**src/rtl/syndcnt_pkg.sv**
```systemverilog
// Shared parameter range checks and terminal-count helper for syndcnt_n and its cascades.
// Pure elaboration-time helpers; no state, no timing.
package syndcnt_pkg;

    localparam int MAX_WIDTH = 16;

    function automatic bit width_ok(input int width);
        return (width >= 1) && (width <= MAX_WIDTH);
    endfunction

    // Only meaningful once width_ok() holds, so the shift cannot overflow.
    function automatic bit modulus_ok(input int width, input int modulus);
        return (modulus >= 2) && (modulus <= (1 << width));
    endfunction

    function automatic logic [MAX_WIDTH-1:0] terminal_val(input logic up, input int modulus);
        return up ? MAX_WIDTH'(modulus - 1) : '0;
    endfunction

endpackage

```
**src/rtl/syn_edge.sv**
```systemverilog
// Rising-edge detector: registers din, then flags a 0->1 between consecutive samples.
// Strobe is valid the cycle after din is first sampled high; history resets to 1.
module syn_edge (
    input  logic clk,
    input  logic rst_n,
    input  logic din,
    output logic rise
);

    logic cur;
    logic prev;

    // Both stages reset high so a strobe input already high at release never counts.
    always_ff @(posedge clk or negedge rst_n) begin
        if (!rst_n) begin
            cur  <= 1'b1;
            prev <= 1'b1;
        end else begin
            cur  <= din;
            prev <= cur;
        end
    end

    assign rise = cur & ~prev;

endmodule

```
**src/rtl/syndcnt_n.sv**
```systemverilog
// Modulo-N up/down counter stepped by CLK rising edges sampled on MasterClock, with sync clear/load.
// Q moves one MasterClock edge after CLK is sampled high; CO is combinational for ripple cascading.
module syndcnt_n
    import syndcnt_pkg::*;
#(
    parameter int WIDTH   = 4,
    parameter int MODULUS = 2**WIDTH,
    parameter bit DOWN_EN = 1'b1
) (
    input  logic             MasterClock,
    input  logic             RESETL,
    input  logic             CLK,
    input  logic             CLL,
    input  logic             LDL,
    input  logic [WIDTH-1:0] D,
    input  logic             UP,
    input  logic             CI,
    output logic [WIDTH-1:0] Q,
    output logic [WIDTH-1:0] QB,
    output logic             CO
);

    generate
        if (!width_ok(WIDTH) || !modulus_ok(WIDTH, MODULUS)) begin : g_bad_params
            $error("syndcnt_n: WIDTH or MODULUS out of range");
        end
    endgenerate

    localparam logic [WIDTH-1:0] TOP = WIDTH'(MODULUS - 1);

    logic             count_stb;
    logic             up_eff;
    logic [WIDTH-1:0] q_r;
    logic [WIDTH-1:0] q_nxt;

    assign up_eff = DOWN_EN ? UP : 1'b1;

    syn_edge u_edge (
        .clk   (MasterClock),
        .rst_n (RESETL),
        .din   (CLK),
        .rise  (count_stb)
    );

    // Clear and load win over a same-cycle strobe; the count is dropped, not deferred.
    always_comb begin
        q_nxt = q_r;
        if (!CLL) begin
            q_nxt = '0;
        end else if (!LDL) begin
            q_nxt = (32'(D) >= MODULUS) ? TOP : D;
        end else if (count_stb && CI) begin
            if (up_eff) begin
                q_nxt = (q_r == TOP) ? '0 : q_r + WIDTH'(1);
            end else begin
                q_nxt = (q_r == '0) ? TOP : q_r - WIDTH'(1);
            end
        end
    end

    always_ff @(posedge MasterClock or negedge RESETL) begin
        if (!RESETL) begin
            q_r <= '0;
        end else begin
            q_r <= q_nxt;
        end
    end

    assign Q  = q_r;
    assign QB = ~q_r;
    assign CO = CI & (MAX_WIDTH'(q_r) == terminal_val(up_eff, MODULUS));

endmodule
```
**config.mk**
```make
export PLATFORM = sky130hd
export DESIGN_NAME = syndcnt_n
export DESIGN_NICKNAME = d
export VERILOG_FILES = /design/src/rtl/syndcnt_pkg.sv /design/src/rtl/syn_edge.sv /design/src/rtl/syndcnt_n.sv
export SDC_FILE = /design/constraint.sdc
export NUM_CORES = 1
export LEC_CHECK = 0
export ABC_AREA = 1
export CAP_MARGIN = 20
export CORE_AREA = 2 2 39 41
export CTS_CLUSTER_DIAMETER = 40
export CTS_CLUSTER_SIZE = 40
export DETAILED_ROUTE_END_ITERATION = 16
export DIE_AREA = 0 0 41 43
export GPL_ROUTABILITY_DRIVEN = 0
export PLACE_DENSITY = 0.65
export SETUP_SLACK_MARGIN = 0.1
export SYNTH_ARGS = -nofsm -noshare
export SYNTH_HDL_FRONTEND = slang
export SYNTH_SLANG_ARGS = --single-unit
```
**constraint.sdc**
```tcl
create_clock -name MasterClock -period 3.7 [get_ports MasterClock]
set_input_delay 0.555 -clock MasterClock [delete_from_list [all_inputs] [get_ports MasterClock]]
set_output_delay 0.555 -clock MasterClock [all_outputs]
set_load 0.02 [all_outputs]
```
==> metrics.cfg <==
[setup_path]
worst_case_register_to_register_setup_slack_ps=2260
path_cells=clkdlybuf4s50_1, inv_1, o21ai_0, nand2_1, a21oi_1, clkdlybuf4s50_1
rr_worst_depth=8
timing.critical_path.arrival_ps=2160
required_time_reported_for_the_critical_path_endpoint_ps=3140
timing_worst_setup_path_type=in2out
startpoint=UP
r2r_end=Q[2]
setup.worst_path.start_class=input pin
critical_path_buf_inv_count=3
cp_top_family=buffers and inverters
timing.critical_path.to_type=primary output
critical_path.slowest_cell=clkdlybuf4s50_1
critical_path.reg2reg.startpoint=Q[0]
critical_path_peak_fanout=9
most_frequent_cell_on_the_critical_path=clkdlybuf4s50_1
cpPeakStageDelay_ps=650

[yosys]
synth_simple_gate_area_share_pct=38.17
synthCells=68
synth_mux_area_share_pct=0
share_of_the_synthesized_area_in_compound_gates_ao_oa_aoi_oai_pct=12.37
syn-cell-area_sq_um=465.4
synth-warning-count=0
synth.top_cell.area_share_pct=21.51
avgSynthCellArea_sq_um=6.845
synth-xor-area-share_pct=0
netlist.top_cell.by_area=dfrtp_1
postSynthNetCount=81
synth-adder-area-share_pct=5.376
ys_seq_elements=6
synth.distinct_cells=21
ys_top_cells_by_area=dfrtp_1 (22%), nand2_1 (15%), dfstp_2 (11%), nor2_1 (6.5%), ha_1 (5.4%)
combinational_family_with_the_most_area_after_synthesis=simple AND/OR/NAND/NOR gates
synth.yosys.seq_area_share_pct=32.80

[global_routing]
grt_first_pass_wirelength_mm=1.649
gr-usage-all-layers_pct=13.48
grt_pass1_vias=385
grt_antenna_before_repair=0
gr-total-overflow=0
grt_max_degree=11

[clocking]
cts_tree=done
cts_inserted_buffers=3
clockRootBuffer=clkbuf_4
cts-resized-gates=0
cts_setup_buffers=0
post_cts_hold_buffer_count=0
worst_skew_pair.late_latency_ps=240
cts.htree.levels=1
clock_sink_count=6
clkTransAtPathRegs_ps=40
clock_tree.buffer_depth=2

[run]
cap_viol_max_count=0

[hold_path]
min_delay_worst_endpoint=u_edge.prev
min_path_type=reg2reg
hold_start=u_edge.cur
hold-path-cell-count=0

[sta]
finalCritPeriodShare_pct=73.50
hold_viol_final=0
timing.clock.skew_ps=3.029
worst_slew_pin_slew_ps=350.8
max_clock_freq_ghz=0.3677
timing.final.max_slew_violations=0
setup_violations=0
timing.final.crit_period_ps=2719
fin_tns_setup_ps=0
grt_setup_unrepaired=false
timing.slew.headroom_pct=76.54

[power]
total_leakage_power_nw=0.3239
p_per_area_nw_per_um2=339.2
p_switching_uw=77.65
vdd_ir_drop_max_v=0.0002867
cellInternalPower_uw=152.8
swShare_pct=33.69
combinationalPowerShare_pct=40.3
seq_power_share_pct=35.3
clock_power_share_pct=24.4

[floorplanning]
chipWidth_microns=41
initial_core_util_pct=33.63
rows=14
io-pin-count=20
coreArea_sq_um=1384
vertical_extent_of_the_die_microns=43
fp.dieArea_sq_um=1763

[placed_design]
final_hpwl_from_detailed_placement_microns=862.6
detailed_place.area_sq_um=656.9
port_buffers=19

[drt]
routed-via-count=482
drt_drc_violations_left=0
post_drt_wl_per_cell_microns=10.04
first_iter_violations=10
routed_wl_mm=1.044
vias_per_cell=4.635
drtPass1Iterations=2
antenna_violating_nets_post_route=0

[cells_and_area]
flow.area_growth_from_synthesis_pct=45.97
fillers=139
design.final.nets=103
diodes=0
drive_above_1_share_pct=14.77
most_used_cells_in_the_layout_excluding_fill_and_tap_cells=nand2_1 (19), clkdlybuf4s50_1 (19), nor2_1 (8)
final_area_sq_um=679.4

[status]
result_of_the_run=complete, no violations

## how the worst max path moves through the flow
| stage | cells after the start | endpoint |
|---|---|---|
| CTS | 6 | CO |
| floorplan | 5 | CO |
| global route | 6 | CO |
| global placement | 6 | CO |
| finish | 6 | CO |
| detailed placement | 6 | CO |
## per-layer routing
layer  up-vias  routed length, microns  track usage [%]
li1        256                       -                -
met1       215                     500            19.87
met2        11                     492            20.00
met3         0                      51            4.712
met4         0                       0                0
met5         -                       0                0
## cells in the mapped netlist
cell and count:
buf_4 1, nand2_2 2, ha_1 2, nor2_1 8
inv_1 6, nand3_1 5, a21oi_1 1, dfrtp_1 4
o22ai_1 2, dfstp_2 2, a31oi_1 1, and2_1 1
nand3_2 2, nand4_1 1, o21ai_2 1, buf_6 1
o21ai_0 4, inv_2 3, nand2_1 19, or2_0 1
o21ai_1 1
## power groups by stage
stage | sequential, mW | combinational, mW | clock [mW]
detailed placement | 0.0822 | 0.0933 | 0
finish | 0.0814 | 0.0928 | 0.0563
global route | 0.0821 | 0.103 | 0.0652
global placement | 0.0820 | 0.0926 | 0
CTS | 0.0814 | 0.0936 | 0.0599
floorplan | 0.0862 | 0.0487 | 0
## cell type report
cell class	instances	area (sq um)	share of cell area, %
flip-flops and latches	6	152.6	22.47
multi-input cells	51	260.3	38.31
inverters	9	33.78	4.972
repair buffers	19	190.2	27.99
clock buffers	3	22.52	3.315
well taps	16	20.02	2.947
## registers in the layout, summed over array words and instances, names as in the netlist
| register | flops |
|---|---|
| Q | 4 |
| u_edge.prev | 1 |
| u_edge.cur | 1 |
## worst reg2reg max path: stages (launching register included)
cell     delay (ps)
dfrtp_1         440
inv_1           140
ha_1            200
inv_1            60
o21ai_2         140
or2_0           120
nand3_1          70
nand2_1          60
o21ai_0          80
## cell families (layout without fill, tap and decap cells)
logic type,count (synthesis),after routing
simple gates,39,39
flops,6,6
compound gates,10,10
fa+ha+maj,2,2
buf+inv,11,31
## stage by stage
stage	cells	power (mW)	worst slack (ps)	utilization, %	hold slack (ps)
finish	104	0.2305	980.6	49.10	364.7
detailed placement	101	0.1755	979.9	47.47	362.0
global placement	101	0.1746	1006	47.47	358.7
CTS	104	0.2349	978.9	49.10	366.5
global route	104	0.2498	870.7	49.10	372.5
floorplan	68	0.1349	1878	-	259.4
Note: power is estimated with default switching activity, not from simulation.
